**config.mk**
```make
export PLATFORM = sky130hd
export DESIGN_NAME = rom_streamer
export DESIGN_NICKNAME = d
export VERILOG_FILES = /design/src/rtl/rom_stream_pkg.sv /design/src/rtl/rom_streamer.sv
export SDC_FILE = /design/constraint.sdc
export NUM_CORES = 1
export LEC_CHECK = 0
export ABC_CLOCK_PERIOD_IN_PS = 2500
export CAP_MARGIN = 10
export CORE_ASPECT_RATIO = 1.1
export CORE_UTILIZATION = 25
export DETAILED_ROUTE_END_ITERATION = 12
export GPL_TIMING_DRIVEN = 1
export PLACE_DENSITY = 0.44
export SLEW_MARGIN = 10
export SYNTH_ARGS = -nofsm -noshare
export SYNTH_HDL_FRONTEND = slang
export SYNTH_SLANG_ARGS = --single-unit
export TNS_END_PERCENT = 5
```
**constraint.sdc**
```tcl
create_clock -name clk -period 2.5 [get_ports clk]
set_input_delay 0.25 -clock clk [delete_from_list [all_inputs] [get_ports clk]]
set_output_delay 0.25 -clock clk [all_outputs]
set_load 0.02 [all_outputs]
```
**src/rtl/rom_stream_pkg.sv**
```systemverilog
// Shared definitions for the ROM burst streamer.
//   state_t      : controller states (IDLE, RUN)
//   DEF_ADDR_W   : default ROM address width
//   DEF_DATA_W   : default ROM data / stream byte width
//   DEF_ROM_LAST : default highest valid ROM address (wraps to 0 after it)
package rom_stream_pkg;

  typedef enum logic {
    IDLE = 1'b0,
    RUN  = 1'b1
  } state_t;

  localparam int DEF_ADDR_W   = 16;
  localparam int DEF_DATA_W   = 8;
  localparam int DEF_ROM_LAST = 20000;

endpackage

```
**src/rtl/rom_streamer.sv**
```systemverilog
// Streams a burst of bytes out of an external combinational-read ROM onto a
// valid/ready byte stream.
//   clk, rst        : clock, synchronous active-high reset
//   start           : request a burst (only looked at while idle)
//   base_addr       : first ROM address of the burst
//   length          : number of bytes in the burst (0 = immediate done)
//   abort           : cancel the current burst, no done pulse
//   rom_addr        : ROM address (always the current address register)
//   rom_ce/rom_rd_en: asserted only in cycles where a byte is fetched
//   rom_data        : combinational ROM read data
//   out_data/out_valid/out_last/out_ready : output byte stream
//   busy            : controller is not idle
//   done            : one-cycle pulse when a burst completes normally
module rom_streamer
  import rom_stream_pkg::*;
#(
  parameter int ADDR_W   = DEF_ADDR_W,
  parameter int DATA_W   = DEF_DATA_W,
  parameter int ROM_LAST = DEF_ROM_LAST
) (
  input  logic              clk,
  input  logic              rst,
  input  logic              start,
  input  logic [ADDR_W-1:0] base_addr,
  input  logic [ADDR_W-1:0] length,
  input  logic              abort,
  output logic [ADDR_W-1:0] rom_addr,
  output logic              rom_ce,
  output logic              rom_rd_en,
  input  logic [DATA_W-1:0] rom_data,
  output logic [DATA_W-1:0] out_data,
  output logic              out_valid,
  output logic              out_last,
  input  logic              out_ready,
  output logic              busy,
  output logic              done
);

  localparam logic [ADDR_W-1:0] LAST_ADDR = ADDR_W'(ROM_LAST);

  state_t            state_reg;
  logic [ADDR_W-1:0] addr_reg;
  logic [ADDR_W-1:0] remaining_reg;
  logic [DATA_W-1:0] out_data_reg;
  logic              out_valid_reg;
  logic              out_last_reg;
  logic              done_reg;

  logic fetch;
  logic xfer;

  // A byte is read whenever bytes are still owed and the single output
  // register is empty or being emptied this cycle.
  assign fetch = (state_reg == RUN) && (remaining_reg != '0) &&
                 (!out_valid_reg || out_ready);
  assign xfer  = out_valid_reg && out_ready;

  always_ff @(posedge clk) begin
    if (rst) begin
      state_reg     <= IDLE;
      addr_reg      <= '0;
      remaining_reg <= '0;
      out_data_reg  <= '0;
      out_valid_reg <= 1'b0;
      out_last_reg  <= 1'b0;
      done_reg      <= 1'b0;
    end else begin
      done_reg <= 1'b0;
      if (abort) begin
        // Address and last data byte are deliberately left as they are.
        state_reg     <= IDLE;
        remaining_reg <= '0;
        out_valid_reg <= 1'b0;
        out_last_reg  <= 1'b0;
      end else if (state_reg == IDLE) begin
        if (start) begin
          addr_reg      <= base_addr;
          remaining_reg <= length;
          if (length != '0) begin
            state_reg <= RUN;
          end else begin
            done_reg <= 1'b1;
          end
        end
      end else begin
        if (fetch) begin
          out_data_reg  <= rom_data;
          out_valid_reg <= 1'b1;
          out_last_reg  <= (remaining_reg == ADDR_W'(1));
          remaining_reg <= remaining_reg - 1'b1;
          addr_reg      <= (addr_reg == LAST_ADDR) ? '0 : addr_reg + 1'b1;
        end else if (xfer) begin
          out_valid_reg <= 1'b0;
          out_last_reg  <= 1'b0;
        end
        // The last byte leaves with remaining already 0, so no fetch can
        // collide with this completion.
        if (xfer && out_last_reg) begin
          state_reg <= IDLE;
          done_reg  <= 1'b1;
        end
      end
    end
  end

  assign rom_addr  = addr_reg;
  assign rom_ce    = fetch;
  assign rom_rd_en = fetch;
  assign out_data  = out_data_reg;
  assign out_valid = out_valid_reg;
  assign out_last  = out_last_reg;
  assign busy      = (state_reg != IDLE);
  assign done      = done_reg;

endmodule

```
==> flow_metrics.tcl <==
set metrics [dict create \
    period_minus_slack_ns 2.37 \
    powerDensity_nw_per_um2 558 \
    holdPathStages 2 \
    layout_setup_ws_ns 0.130 \
    clock_skew_ns 0.00533 \
    drive_gt1_share_pct 15.8 \
    p_comb_share_pct 29.8 \
    routed_wl_mm 9.28 \
    clk_latency_ns 0.29 \
    slew_headroom_pct 62.0 \
    reg2reg_depth 8 \
    yosys_warnings 0 \
    ys.flop_type "dfxtp_1" \
    vias 2964 \
    nets 479 \
    antenna_found_initial 0 \
    fmax_ghz 0.422 \
    irDropWorstVdd_mv 0.251 \
    status "finished, final reports clean" \
    switching_share_pct 31.0 \
    rrSetupSlack_ns 0.13 \
    critPathMaxFanout 14 \
    synthCells 347 \
    tightest_slew_ns 0.565 \
    initial_core_util_pct 26.0 \
    seq_area_frac_synth_pct 32.1 \
    finalMaxSlewViolations 0 \
    netSwitchingPower_uw 681 \
    die_area_um2 11400 \
    htreeDepth 2 \
    drc 0 \
    r2r_end "rom_addr[1]" \
    die_width_um 102 \
    coreArea_um2 10500 \
    post-place-ws_ns 0.0101 \
    dpl.hpwl_mm 6.86 \
    stdcell_count 574 \
    clk_pin_slew_ns 0.06 \
    r2r_start "remaining_reg[0]" \
    area_delta_synth_final_pct 43.5 \
    clockRootBuffer "clkbuf_16" \
    pin_count 75 \
    required_ns 2.69 \
    critPathLaunchType "flop" \
    postCtsHoldBufs 0 \
    place_congestion 0.799 \
    dpl.cell_count 566 \
    cpPeakStageDelay_ns 0.42 \
    cts_buffers 5 \
    grt_max_degree 25 \
    cap_violations 0 \
    worstHoldStart "remaining_reg[7]" \
    first_pass_iters 4 \
    port-buffer-count 74 \
    critPathKind "flop to flop" \
    grt_pass1_vias 2833 \
    synth_area_um2 2750 \
    internal-power_mw 1.52 \
    postCtsSetupRepairBufs 0 \
    synth.net_count 396 \
    overflow 0 \
    synth-seq-cells 44 \
    holdCritPathClass "flop to flop" \
    p_leak_nw 1.37 \
    diodes 0 \
    cts_tree "built" \
    clock_path_buffers 2 \
    rsz0062_at_grt "false" \
    drtIter0Drc 94 \
    viasPerCell 5.16 \
    finalSetupViolCount 0 \
    die_y_um 112 \
    finalHoldViolations 0 \
    postSynth.asyncResetShare_pct 0 \
    track_usage_pct 16.2 \
    p_clk_share_pct 34.1 \
    cpMaxStageDelayCell "or3b_1" \
    arrival_ns 2.56 \
    endpoint_kind "flop" \
    worstHoldEndpoint "remaining_reg[7]" \
    utilization_pct 37.4 \
    period_share_pct 94.8 \
    grt_pass1_wl_mm 14.3 \
    synth_edf_count 0 \
    crit_chain "inv_1, ha_1, or3b_1, or3_4, o31ai_4, buf_12, a21oi_1, a221oi_1" \
    ant_nets 0 \
    seqPwrFrac_pct 36.1 \
    syn_avg_cell_area_um2 7.91 \
    yosysUniqueCellTypes 60 \
    wire_per_inst_um 16.2 \
    clock-sinks 44 \
    rows 39 \
]
-- cells by family (layout without fill, tap and decap cells) --
| group | after synthesis | count (layout) | share of synthesized area [%] |
|---|---|---|---|
| AND/OR/NAND/NOR | 148 | 148 | 28.5 |
| AO/OA/AOI/OAI | 106 | 106 | 28.0 |
| flip-flops | 44 | 44 | 32.1 |
| buffers and inverters | 34 | 118 | 5.70 |
| multiplexers | 8 | 8 | 2.92 |
| adder cells (fa/ha/maj) | 4 | 4 | 1.82 |
| XOR/XNOR | 3 | 3 | 0.957 |
-- worst max-delay path: cells and delay by family (launching register included) --
| family | cells | cell delay [ns] |
|---|---|---|
| AO/OA/AOI/OAI | 3 | 0.60 |
| adder cells (fa/ha/maj) | 1 | 0.21 |
| buffers and inverters | 2 | 0.31 |
| flip-flops | 1 | 0.35 |
| AND/OR/NAND/NOR | 2 | 0.81 |
-- cell usage after synthesis, types with 4 or more instances --
cell type	number	share of area, %
nor2b_1	10	2.3
nor3_1	18	3.3
a21oi_1	34	6.2
dfxtp_1	44	32
nor2_1	36	4.9
nand3_1	8	1.5
nand4_1	7	1.6
o21ai_0	19	3.5
a211oi_2	4	1.8
a21oi_2	7	2.2
o21ai_2	7	2.2
buf_2	4	0.73
a31o_2	4	1.3
mux2i_1	8	2.9
or4_1	6	1.6
nor4_1	11	2.5
inv_1	10	1.4
clkbuf_1	14	1.9
ha_1	4	1.8
nand2_1	30	4.1
-- worst max-delay path by stage --
stage | start | to | cells past startpoint
2_1_floorplan | rom_addr[0] | rom_addr[6] | 8
3_3_place_gp | remaining_reg[0] | rom_addr[3] | 7
3_5_place_dp | remaining_reg[0] | rom_addr[3] | 7
4_1_cts | remaining_reg[0] | rom_addr[3] | 7
5_1_grt | remaining_reg[0] | rom_addr[1] | 8
6_report | remaining_reg[0] | rom_addr[1] | 8
-- through the flow --
| step | hold slack (ns) | power, mW | area (um^2) | TNS, ns |
|---|---|---|---|---|
| floorplan | 0.397 | 1.17 | 2750 | 0 |
| global placement | 0.472 | 1.45 | 3750 | 0 |
| detailed placement | 0.472 | 1.45 | 3750 | 0 |
| CTS | 0.479 | 2.22 | 3920 | -0.0131 |
| global route | 0.504 | 2.31 | 3940 | 0 |
| finish | 0.484 | 2.20 | 3940 | 0 |
-- layout by cell type (no fill, tap or decap), drive strengths merged, types with 11 or more instances in the layout --
master	Yosys	final
nor4	13	13
clkdlybuf4s50	0	72
nor2	36	36
a21oi	41	41
inv	11	11
nand2	30	30
o21ai	26	26
nor3	18	18
dfxtp	44	44
buf	8	25
-- repair_timing --
item                                    CTS  global route
pin swaps                                 0             0
gates cloned                              0             0
resized for setup                         3             4
endpoints found under the setup margin    2            22
-- layout make-up --
| cell class | count | area (um^2) |
|---|---|---|
| Sequential cell | 44 | 881 |
| Multi-Input combinational cell | 269 | 1740 |
| Fill cell | 1138 | 6600 |
| Inverter | 11 | 41.3 |
| Clock buffer | 6 | 129 |
| Tap cell | 143 | 179 |
| Timing Repair Buffer | 99 | 938 |
| Clock inverter | 2 | 35.0 |
-- per-layer routing --
metal  routed length [um]  vias up  global-route usage [%]  part of all wire, %
li1                     -     1450                       -                    -
met3                  538        9                    3.08                  5.8
met2                 4500      104                    28.2                   49
met5                    0        -                       0                    0
met4                  165        0                    5.05                  1.8
met1                 4070     1401                    19.7                   44
-- power groups by stage --
| stage | clock network [mW] | registers [mW] | logic (mW) |
|---|---|---|---|
| floorplan | 0 | 0.826 | 0.342 |
| global placement | 0 | 0.807 | 0.645 |
| detailed placement | 0 | 0.808 | 0.646 |
| CTS | 0.778 | 0.792 | 0.649 |
| global route | 0.800 | 0.799 | 0.711 |
| finish | 0.749 | 0.793 | 0.656 |
(Power assumes the default switching activity.)
